==> src/rtl/reg_dump_tx_if.sv <==
// Byte stream from reg_dump_tx to whatever receives the debug frame.
// Handshake: a byte moves on a rising edge where tx_valid && tx_ready; while tx_valid is high and
// tx_ready low, tx_data holds; tx_valid never depends combinationally on tx_ready.
interface reg_dump_tx_if;
  logic [7:0] tx_data;
  logic       tx_valid;
  logic       tx_ready;

  modport master (output tx_data, output tx_valid, input tx_ready);
  modport slave  (input tx_data, input tx_valid, output tx_ready);
endinterface

==> src/rtl/reg_dump_tx.sv <==
// Debug dump transmitter: halts the core and streams HDR_BYTE, the PC and x0..x31 MSB-first.
// Define REG_DUMP_CSUM_EN to append one XOR checksum byte over the PC and register bytes.
module reg_dump_tx #(
  parameter logic [7:0] HDR_BYTE = 8'hA5
) (
  input  logic          top_clk,
  input  logic          top_rst,
  input  logic          dump_req,
  input  logic [31:0]   pc_in,
  output logic [4:0]    rf_raddr,
  input  logic [31:0]   rf_rdata,
  output logic          cpu_halt,
  output logic          busy,
  output logic          done,
  output logic [2:0]    dbg_state,
  reg_dump_tx_if.master tx
);

  typedef enum logic [2:0] {
    S_IDLE = 3'd0,
    S_HDR  = 3'd1,
    S_WORD = 3'd2,
`ifdef REG_DUMP_CSUM_EN
    S_CSUM = 3'd3,
`endif
    S_FIN  = 3'd4
  } state_t;

  // reg_idx counts words already loaded after the PC; while x31 is on the wire it reads 32.
  localparam logic [5:0] LAST_WORD = 6'd32;

  state_t      state, state_d;
  logic [1:0]  byte_idx, byte_idx_d;
  logic [5:0]  reg_idx, reg_idx_d;
  logic [31:0] word_buf, word_buf_d;
  logic [7:0]  cur_byte;
  logic [7:0]  tx_data_c;
  logic        tx_valid_c;
  logic        done_c;
`ifdef REG_DUMP_CSUM_EN
  logic [7:0]  csum, csum_d;
`endif

  always_comb begin
    cur_byte = word_buf[31:24];
    case (byte_idx)
      2'd0: cur_byte = word_buf[31:24];
      2'd1: cur_byte = word_buf[23:16];
      2'd2: cur_byte = word_buf[15:8];
      2'd3: cur_byte = word_buf[7:0];
      default: cur_byte = word_buf[31:24];
    endcase
  end

  always_comb begin
    state_d    = state;
    byte_idx_d = byte_idx;
    reg_idx_d  = reg_idx;
    word_buf_d = word_buf;
    tx_valid_c = 1'b0;
    tx_data_c  = 8'h00;
    done_c     = 1'b0;
`ifdef REG_DUMP_CSUM_EN
    csum_d     = csum;
`endif
    case (state)
      S_IDLE: begin
        if (dump_req) begin
          state_d    = S_HDR;
          word_buf_d = pc_in;
          byte_idx_d = 2'd0;
          reg_idx_d  = 6'd0;
`ifdef REG_DUMP_CSUM_EN
          csum_d     = 8'h00;
`endif
        end
      end
      S_HDR: begin
        tx_valid_c = 1'b1;
        tx_data_c  = HDR_BYTE;
        if (tx.tx_ready) begin
          state_d    = S_WORD;
          byte_idx_d = 2'd0;
        end
      end
      S_WORD: begin
        tx_valid_c = 1'b1;
        tx_data_c  = cur_byte;
        if (tx.tx_ready) begin
          byte_idx_d = byte_idx + 2'd1;
`ifdef REG_DUMP_CSUM_EN
          csum_d     = csum ^ cur_byte;
`endif
          if (byte_idx == 2'd3) begin
            // rf_raddr already points at the next register, so its data is ready to load.
            word_buf_d = rf_rdata;
            reg_idx_d  = reg_idx + 6'd1;
            if (reg_idx == LAST_WORD) begin
`ifdef REG_DUMP_CSUM_EN
              state_d = S_CSUM;
`else
              state_d = S_FIN;
`endif
            end
          end
        end
      end
`ifdef REG_DUMP_CSUM_EN
      S_CSUM: begin
        tx_valid_c = 1'b1;
        tx_data_c  = csum;
        if (tx.tx_ready) begin
          state_d = S_FIN;
        end
      end
`endif
      S_FIN: begin
        done_c  = 1'b1;
        state_d = S_IDLE;
      end
      default: begin
        state_d = S_IDLE;
      end
    endcase
  end

  always_ff @(posedge top_clk or posedge top_rst) begin
    if (top_rst) begin
      state    <= S_IDLE;
      byte_idx <= 2'd0;
      reg_idx  <= 6'd0;
      word_buf <= 32'd0;
    end else begin
      state    <= state_d;
      byte_idx <= byte_idx_d;
      reg_idx  <= reg_idx_d;
      word_buf <= word_buf_d;
    end
  end

`ifdef REG_DUMP_CSUM_EN
  always_ff @(posedge top_clk or posedge top_rst) begin
    if (top_rst) begin
      csum <= 8'h00;
    end else begin
      csum <= csum_d;
    end
  end
`endif

  // Every output decodes from registered state, so reset clears them without waiting for a clock.
  assign tx.tx_valid = tx_valid_c;
  assign tx.tx_data  = tx_data_c;
  assign busy        = (state != S_IDLE);
  assign cpu_halt    = (state != S_IDLE);
  assign done        = done_c;
  assign rf_raddr    = reg_idx[4:0];
  assign dbg_state   = state;

endmodule

==> src/flat_wrapper.sv <==
// flat-port wrapper written by rule: the top's interface ports become plain ports
module reg_dump_tx_flat 
#(
  parameter logic [7:0] HDR_BYTE = 8'hA5
)
  (top_clk, top_rst, dump_req, pc_in, rf_raddr, rf_rdata, cpu_halt, busy, done, dbg_state, tx_tx_data, tx_tx_valid, tx_tx_ready);
  reg_dump_tx_if tx_i ();
  input  logic top_clk;
  input  logic top_rst;
  input  logic dump_req;
  input  logic [31:0] pc_in;
  output logic [4:0] rf_raddr;
  input  logic [31:0] rf_rdata;
  output logic cpu_halt;
  output logic busy;
  output logic done;
  output logic [2:0] dbg_state;
  output wire logic [$bits(tx_i.tx_data)-1:0] tx_tx_data;
  output wire logic [$bits(tx_i.tx_valid)-1:0] tx_tx_valid;
  input wire logic [$bits(tx_i.tx_ready)-1:0] tx_tx_ready;
  assign tx_tx_data = tx_i.tx_data;
  assign tx_tx_valid = tx_i.tx_valid;
  assign tx_i.tx_ready = tx_tx_ready;
  reg_dump_tx #(.HDR_BYTE(HDR_BYTE)) u_core (.top_clk(top_clk), .top_rst(top_rst), .dump_req(dump_req), .pc_in(pc_in), .rf_raddr(rf_raddr), .rf_rdata(rf_rdata), .cpu_halt(cpu_halt), .busy(busy), .done(done), .dbg_state(dbg_state), .tx(tx_i));
endmodule
==> config.mk <==
export PLATFORM = sky130hd
export DESIGN_NAME = reg_dump_tx_flat
export DESIGN_NICKNAME = d
export VERILOG_FILES = /design/src/rtl/reg_dump_tx_if.sv /design/src/rtl/reg_dump_tx.sv /design/src/flat_wrapper.sv
export SDC_FILE = /design/constraint.sdc
export NUM_CORES = 1
export LEC_CHECK = 0
export ABC_AREA = 1
export CAP_MARGIN = 15
export CORE_AREA = 4 4 85 87
export DETAILED_ROUTE_END_ITERATION = 10
export DIE_AREA = 0 0 89 91
export PLACE_DENSITY = 0.86
export SLEW_MARGIN = 20
export SYNTH_ARGS = -nofsm -noshare
export SYNTH_HDL_FRONTEND = slang
export SYNTH_SLANG_ARGS = --single-unit
==> constraint.sdc <==
create_clock -name top_clk -period 1.5 [get_ports top_clk]
set_input_delay 0.3 -clock top_clk [delete_from_list [all_inputs] [get_ports top_clk]]
set_output_delay 0.3 -clock top_clk [all_outputs]
set_load 0.1 [all_outputs]
Word level (Yosys, flattened, before mapping) --
Cells that the tools add are included. Widths: inputs -> output; s select.
Storage, ports and cells: bits in registers 43, output and inout bits 20, logic and storage cells 49
Operators by class: add/sub/neg operators 2, equality and inequality tests 12, mux-type cells 22, reduce and logical (&&, ||, !) cells 9
Operators with widths (number):
- $mux 32 | 3
- $pmux 32 s2 | 1
- $pmux 8 s4 | 1
- $mux 6 | 3
- $pmux 8 s2 | 1
- $mux 3 | 5
- $pmux 6 s2 | 1
- $pmux 3 s3 | 1
- $reduce_and 4->1 | 2
- $add 6x1->6 const B | 1
- $eq 6x6->1 const B | 1
- $mux 2 | 3
- $ne 2x2->1 const B | 3
- $pmux 2 s3 | 1
- $reduce_bool 3->1 | 2
- $reduce_and 5->1 | 1
- $eq 2x2->1 const B | 2
- $ne 2x1->1 const B | 2
- $eq 3x1->1 const B | 1
- $eq 3x2->1 const B | 1
- $eq 3x3->1 const B | 1
- $logic_not 3->1 | 1
- $add 2x1->2 const B | 1
- $eq 2x1->1 const B | 1
- other kinds (4) | 5

Logic depth before layout (Yosys ltp) --
Gate-level depths: netlist (run 1).
depth in word-level cells 5, gate-level depth with buffers 10

Worst setup path after synthesis (run 1) --
Ideal clock, no wire load.
path kind register -> output, from reg u_core.state[0], in the netlist u_core.dbg_state[0], to out tx_tx_data[0], data arrival time 3.788 ns, setup slack -2.588 ns, stages on the path, launching flop included 5, buffers on the path 0, cell sequence dfrtp_1 -> nand3_2 -> nand2_1 -> inv_1 -> a31oi_1
Between the ends: cells in the longest elaborated chain, start to end 2, elaborated cells between the ends (all ways) 3
RTL lines:
- from (decl) | line reg_dump_tx.sv:32 | state_t state, state_d;
- from (signal assigned) | line reg_dump_tx.sv:134 | state <= state_d;
- $eq 3x2->1 / $eq 3x1->1 (equally long branches) | line reg_dump_tx.sv:66 | case (state)
- $pmux 8 s2 (*) | line reg_dump_tx.sv:66
- to (decl) | line flat_wrapper.sv:18 | output wire logic [$bits(tx_i.tx_data)-1:0] tx_tx_data;
Mark *: on every way between the ends. The rest lies on a longest branch, timed or not.

Final worst setup path (run 1) --
from reg u_core.byte_idx[0], to out tx_tx_data[0]
Between the ends: cells in the longest elaborated chain, start to end 3, elaborated cells between the ends (all ways) 6
RTL lines:
- from (decl) | line reg_dump_tx.sv:33 | logic [1:0] byte_idx, byte_idx_d;
- from (signal assigned) | line reg_dump_tx.sv:135 | byte_idx <= byte_idx_d;
- $eq 2x2->1, or another cell as far along | line reg_dump_tx.sv:46 | case (byte_idx)
- $pmux 8 s4 (*) | line reg_dump_tx.sv:46
- $pmux 8 s2 (*) | line reg_dump_tx.sv:66
Marked as above.

==> impl_metrics.json, run 1 <==
{
  "clk_latency_ns": 0.33,
  "synth_top_area_share_pct": 40.8,
  "critPathKind": "register to output port",
  "drive_gt1_share_pct": 25.0,
  "power.density_nw_per_um2": 2250,
  "synth_commonest_cells": "nand2_1, dfrtp_1, inv_1",
  "synthArstFlopShare_pct": 100,
  "layout_min_cycle_time_ns": 2.13,
  "cp.required_ns": 1.20,
  "utilization_pct": 74.9,
  "cts_buffer_depth": 2,
  "firstDrtPassIters": 5,
  "ant_nets": 0,
  "crit_path_max_fanout": 8,
  "crit_path_max_incr_delay_ns": 0.48,
  "fin_nets": 596,
  "vias": 3154,
  "syn_area_um2": 2640,
  "synth_edf_count": 0,
  "die_area_um2": 8100,
  "synth_top_area_cell": "dfrtp_1",
  "clock_sinks": 43,
  "ys_dominant_reg_cell": "dfrtp_1",
  "start_util_pct": 41.5,
  "finalCritPeriodShare_pct": 142,
  "antenna_found_initial": 0,
  "grt_max_degree": 44,
  "gp_routability_congestion": 0.903,
  "row_count": 29,
  "ys_warn_count": 0,
  "violations": "negative setup slack",
  "overflow": 0,
  "viasPerCell": 5.26,
  "fin_hold_ws_ns": 0.335,
  "rrSetupSlack_ns": -0.33,
  "numPortBuffers": 87,
  "coreArea_um2": 6350,
  "cts_made_buffers": 5,
  "ir_drop_mv": 2.76,
  "hpwl_mm": 6.03,
  "dr.first_iter.drc_count": 212,
  "cts_tree": "built",
  "crit_cells": 7,
  "hold_viol": 0,
  "rsz0062_at_grt": "true",
  "yosysSeqAreaShare_pct": 40.8,
  "diodes": 0,
  "cts_root_buffer": "clkbuf_8",
  "r2r-start": "u_core.byte_idx[0]",
  "die_h_um": 91,
  "yosysMostFrequentCell": "nand2_1",
  "dp_slack_ns": -0.271,
  "maxSlewViolCount": 0,
  "fmax_mhz": 470,
  "area.growth.synth_to_final_pct": 80.3,
  "grtUsageTotal_pct": 22.9,
  "crit_top_cell": "nand2_1",
  "wirelength_mm": 9.80,
  "status": "finished, violations left",
  "drcViolationCount": 0,
  "finClkSkew_ns": 0.0154,
  "wire_per_inst_um": 16.3,
  "h-tree-depth": 2,
  "synth_area_leaders": "dfrtp_1, nand2_1, buf_4",
  "grt_pass1_vias": 3075,
  "p_leak_nw": 2.30,
  "cp_cell_sequence": "inv_4 -> ha_4 -> nand2_1 -> nand3_1 -> nand2_1 -> a31oi_4 -> buf_12",
  "synth-seq-cells": 43,
  "fin_ws_ns": -0.628,
  "crit_arrival_ns": 1.83,
  "grt_pass1_wl_mm": 14.3,
  "avgSynthCellArea_um2": 6.59,
  "postCtsHoldBufs": 0,
  "setup_viol": 53,
  "io_pins": 88,
  "worst_pin_slew_ns": 0.268,
  "hold_path_class": "input port to async pin",
  "clkTransAtPathRegs_ns": 0.10,
  "slew_headroom_pct": 82.2,
  "worst-path-buf-inv": 2,
  "maxCapViolations": 0,
  "ff2ff_path_depth": 10,
  "rr_endpoint": "u_core.word_buf[25]",
  "slowest_stage": "dfrtp_2",
  "synth_cell_types": 27,
  "syn_inst": 400,
  "start_kind": "register",
  "die_x_um": 89,
  "syn_nets": 474,
  "critical-path-top-delay-family": "flip-flops",
  "end_kind": "output port"
}
routing by layer:
| layer | part of all wire (%) | GRT usage [%] | wire length [µm] |
|---|---|---|---|
| met3 | 8.0 | 4.52 | 780 |
| met4 | 4.5 | 11.2 | 442 |
| met1 | 35 | 26.1 | 3470 |
| met2 | 52 | 39.9 | 5100 |
| met5 | 0 | 0 | 0 |
sequential cells by signal, summed over array words and instances, names as in the netlist:
register and flops:
u_core.byte_idx 2, u_core.word_buf 32, u_core.reg_idx 6, u_core.dbg_state 3
per-stage QoR:
stage	std cells	setup TNS (ns)	instance area (µm²)	total power, W
3_3_place_gp	571	-6.97	4170	0.00802
5_1_grt	600	-19.16	4750	0.0112
4_1_cts	593	-7.99	4560	0.00983
2_1_floorplan	400	-12.30	2880	0.00609
3_5_place_dp	571	-8.01	4170	0.00816
6_report	600	-15.94	4750	0.0107
cell families (layout without fill, tap and decap cells):
| logic type | Yosys count | in the layout | share of synthesized area (%) |
|---|---|---|---|
| compound gates | 29 | 29 | 6.12 |
| xor+xnor | 1 | 1 | 0.332 |
| fa+ha+maj | 6 | 6 | 2.85 |
| buf+inv | 43 | 166 | 7.97 |
| flops | 43 | 43 | 40.8 |
| simple gates | 278 | 278 | 41.9 |
where the power goes:
group / internal, W / switching, W / leakage (nW)
logic: 0.00335 / 0.00445 / 1.72
registers: 0.00167 / 0.000474 / 0.539
clock network: 0.000326 / 0.000440 / 0.0412
total: 0.00535 / 0.00536 / 2.30
worst max-delay path by stage:
stage / start / end / slack (ns)
CTS: u_core.dbg_state[0] / tx_tx_data[7] / -0.52
global placement: u_core.byte_idx[1] / tx_tx_data[2] / -0.20
floorplan: u_core.dbg_state[1] / tx_tx_data[0] / -0.86
detailed placement: u_core.byte_idx[0] / tx_tx_data[5] / -0.27
global route: u_core.byte_idx[0] / tx_tx_data[0] / -0.71
finish: u_core.byte_idx[0] / tx_tx_data[0] / -0.63
tightest hold or removal path, cell delays in order:
cell	delay, ns
clkdlybuf4s50_1	0.40
inv_1	0.10
buf_12	0.24
area by class of cell:
cell class	instances	area, µm²
clock buffer	6	72.6
clock inverter	2	12.5
fill	415	1600
inverter	19	95.1
multi-input combinational	314	1680
sequential	43	1090
tap	77	96.3
timing repair buffer	139	1700
repair_timing:
action | 4_1_cts | 5_1_grt
hold endpoints to repair | 0 | 0
cloned | 2 | 2
pin swaps | 10 | 8
setup buffers | 14 | 11
setup endpoints to repair | 53 | 55
gates resized for setup | 38 | 30
layout by cell type, fill, tap and decap left out, types with 2 or more instances in the layout:
cell,instances
nand2_1,238
clkdlybuf4s50_1,67
dfrtp_1,38
buf_12,28
buf_4,25
nand3_1,14
buf_6,12
inv_1,11
a31oi_4,8
nand2_2,7
nor2_1,6
nand2_4,5
o21ai_1,5
clkbuf_8,5
inv_4,4
o21ai_4,4
a21oi_1,4
ha_4,4
buf_8,3
dfrtp_4,3
inv_6,2
nand3_4,2
o21ai_0,2
clkinvlp_4,2
o21ai_2,2
ha_1,2
buf_16,2
clkbuf_16,2
dfrtp_2,2
(Power assumes the default switching activity.)
==> run 2, diff against run 1 <==
--- a/config.mk
+++ b/config.mk
@@ -11,6 +11,7 @@
 export DETAILED_ROUTE_END_ITERATION = 10
 export DIE_AREA = 0 0 89 91
 export PLACE_DENSITY = 0.86
+export SETUP_SLACK_MARGIN = 0.02
 export SLEW_MARGIN = 20
 export SYNTH_ARGS = -nofsm -noshare
 export SYNTH_HDL_FRONTEND = slang
==> run 2 against run 1 <==
The run still ends with negative setup slack left. Sequential share of layout area about the same. Final area up 0.11%. Clock power down 2%. Global-route usage unchanged. Worst hold slack better by 0.0079 ns. Utilization up 0.079 points. Maximum frequency up 2.9%. Worst setup slack better by 0.060 ns. Critical endpoint unchanged. Largest cell class unchanged.
==> impl_metrics.json, run 2 (same netlist as run 1, synthesis figures left out) <==
{
  "status": "finished, violations left",
  "violations": "negative setup slack",
  "ant_nets": 0,
  "cts_buffer_depth": 2,
  "drcViolationCount": 0,
  "layout_min_cycle_time_ns": 2.07,
  "clkTransAtPathRegs_ns": 0.09,
  "numPortBuffers": 87,
  "regMostFlops": "u_core.word_buf",
  "fin_nets": 597,
  "finClkSkew_ns": 0.00992,
  "rsz0062_at_grt": "true",
  "area.growth.synth_to_final_pct": 80.5,
  "drive_gt1_share_pct": 24.4,
  "maxCapViolations": 0,
  "vias": 3103,
  "slew_headroom_pct": 82.6,
  "die_h_um": 91,
  "finalSetupTns_ns": -18.80,
  "row_count": 29,
  "crit_path_max_incr_delay_ns": 0.45,
  "die_x_um": 89,
  "clk_latency_ns": 0.31,
  "cts_root_buffer": "clkbuf_8",
  "viasPerCell": 5.16,
  "critPathKind": "register to output port",
  "antenna_found_initial": 0,
  "utilization_pct": 75.0,
  "gp_routability_congestion": 0.903,
  "grt_pass1_vias": 3075,
  "rr_endpoint": "u_core.word_buf[15]",
  "setup_viol": 54,
  "clock_sinks": 43,
  "r2r-start": "u_core.dbg_state[1]",
  "finalInstanceArea_um2": 4760,
  "largest_reg_flops": 32,
  "die_area_um2": 8100,
  "maxSlewViolCount": 0,
  "mostFrequentLayoutCell": "nand2_1",
  "power.density_nw_per_um2": 2250,
  "firstDrtPassIters": 4,
  "fmax_mhz": 484,
  "grt_pass1_wl_mm": 14.3,
  "wirelength_mm": 9.71,
  "coreArea_um2": 6350,
  "h-tree-depth": 2,
  "hpwl_mm": 6.03,
  "overflow": 0,
  "dpl-instance-area_um2": 4170,
  "start_util_pct": 41.5,
  "p_leak_nw": 2.30,
  "crit_path_max_fanout": 4,
  "diodes": 0,
  "ff2ff_path_depth": 12,
  "start_kind": "register",
  "grtUsageTotal_pct": 22.9,
  "worst_pin_slew_ns": 0.262,
  "dp_slack_ns": -0.271,
  "cts_tree": "built",
  "ir_drop_mv": 2.74,
  "io_pins": 88,
  "dr.first_iter.drc_count": 237,
  "cp.required_ns": 1.20,
  "slowest_stage": "dfrtp_2",
  "cp_cell_sequence": "inv_4 -> ha_4 -> inv_2 -> buf_4 -> nand2_1 -> a31oi_4 -> buf_12",
  "end_kind": "output port",
  "wire_per_inst_um": 16.2,
  "hold_path_class": "input port to async pin",
  "cts_made_buffers": 5,
  "crit_arrival_ns": 1.77,
  "fin_ws_ns": -0.568,
  "final_cell_mix": "nand2_1, clkdlybuf4s50_1, dfrtp_1",
  "finalCritPeriodShare_pct": 138,
  "rrSetupSlack_ns": -0.47,
  "grt_max_degree": 44,
  "hold_viol": 0
}
run 2: changes by cell type in the layout (fill, tap and decap cells not counted), moves of 2 or more:
cell	delta
buf_8	-2
nand2_2	-3
buf_6	+3
nand2_1	+3
run 2: final cells by class:
class                           count  area (µm²)
Fill cell                         417        1590
Tap cell                           77        96.3
Clock buffer                        6        72.6
Timing Repair Buffer              140        1720
Clock inverter                      2        12.5
Inverter                           19        95.1
Multi-Input combinational cell    314        1670
Sequential cell                    43        1090
run 2: routing by layer:
metal,GRT usage [%],up-vias,wire length [µm]
met4,11.2,0,479
met5,0,-,0
met2,39.9,152,5080
met1,26.1,1432,3430
met3,4.52,43,723
li1,-,1476,-
run 2: worst max-delay path by stage:
stage	start	to	slack [ns]
floorplan	u_core.dbg_state[1]	tx_tx_data[0]	-0.86
finish	u_core.byte_idx[1]	tx_tx_data[0]	-0.57
CTS	u_core.dbg_state[0]	tx_tx_data[7]	-0.52
global placement	u_core.byte_idx[1]	tx_tx_data[2]	-0.20
detailed placement	u_core.byte_idx[0]	tx_tx_data[5]	-0.27
global route	u_core.byte_idx[1]	tx_tx_data[0]	-0.61
run 2: timing repair:
item / 4_1_cts / 5_1_grt
gates resized for setup: 38 / 25
gates cloned: 2 / 2
setup endpoints to repair: 55 / 56
setup buffers: 14 / 12
pin swaps: 10 / 8
hold buffers: 0 / 0
run 2: where the power goes:
part / internal, W / leakage, nW / switching [W]
clock network: 0.000326 / 0.0412 / 0.000428
registers: 0.00167 / 0.539 / 0.000472
logic: 0.00336 / 1.72 / 0.00445
run 2: stage by stage:
stage	std cells	total power (W)	hold WS [ns]
after floorplan	400	0.00609	0.406
after global placement	571	0.00802	0.466
after detailed placement	571	0.00816	0.468
after CTS	593	0.00983	0.363
after global routing	601	0.0112	0.362
final	601	0.0107	0.343
run 2: critical path: cells and delay by family (launching register included):
family	cells	cell delay, ns
adders and majority gates	1	0.18
DFF	1	0.45
buffers and inverters	4	0.52
AOI/OAI and AO/OA	1	0.21
and+or+nand+nor	1	0.09
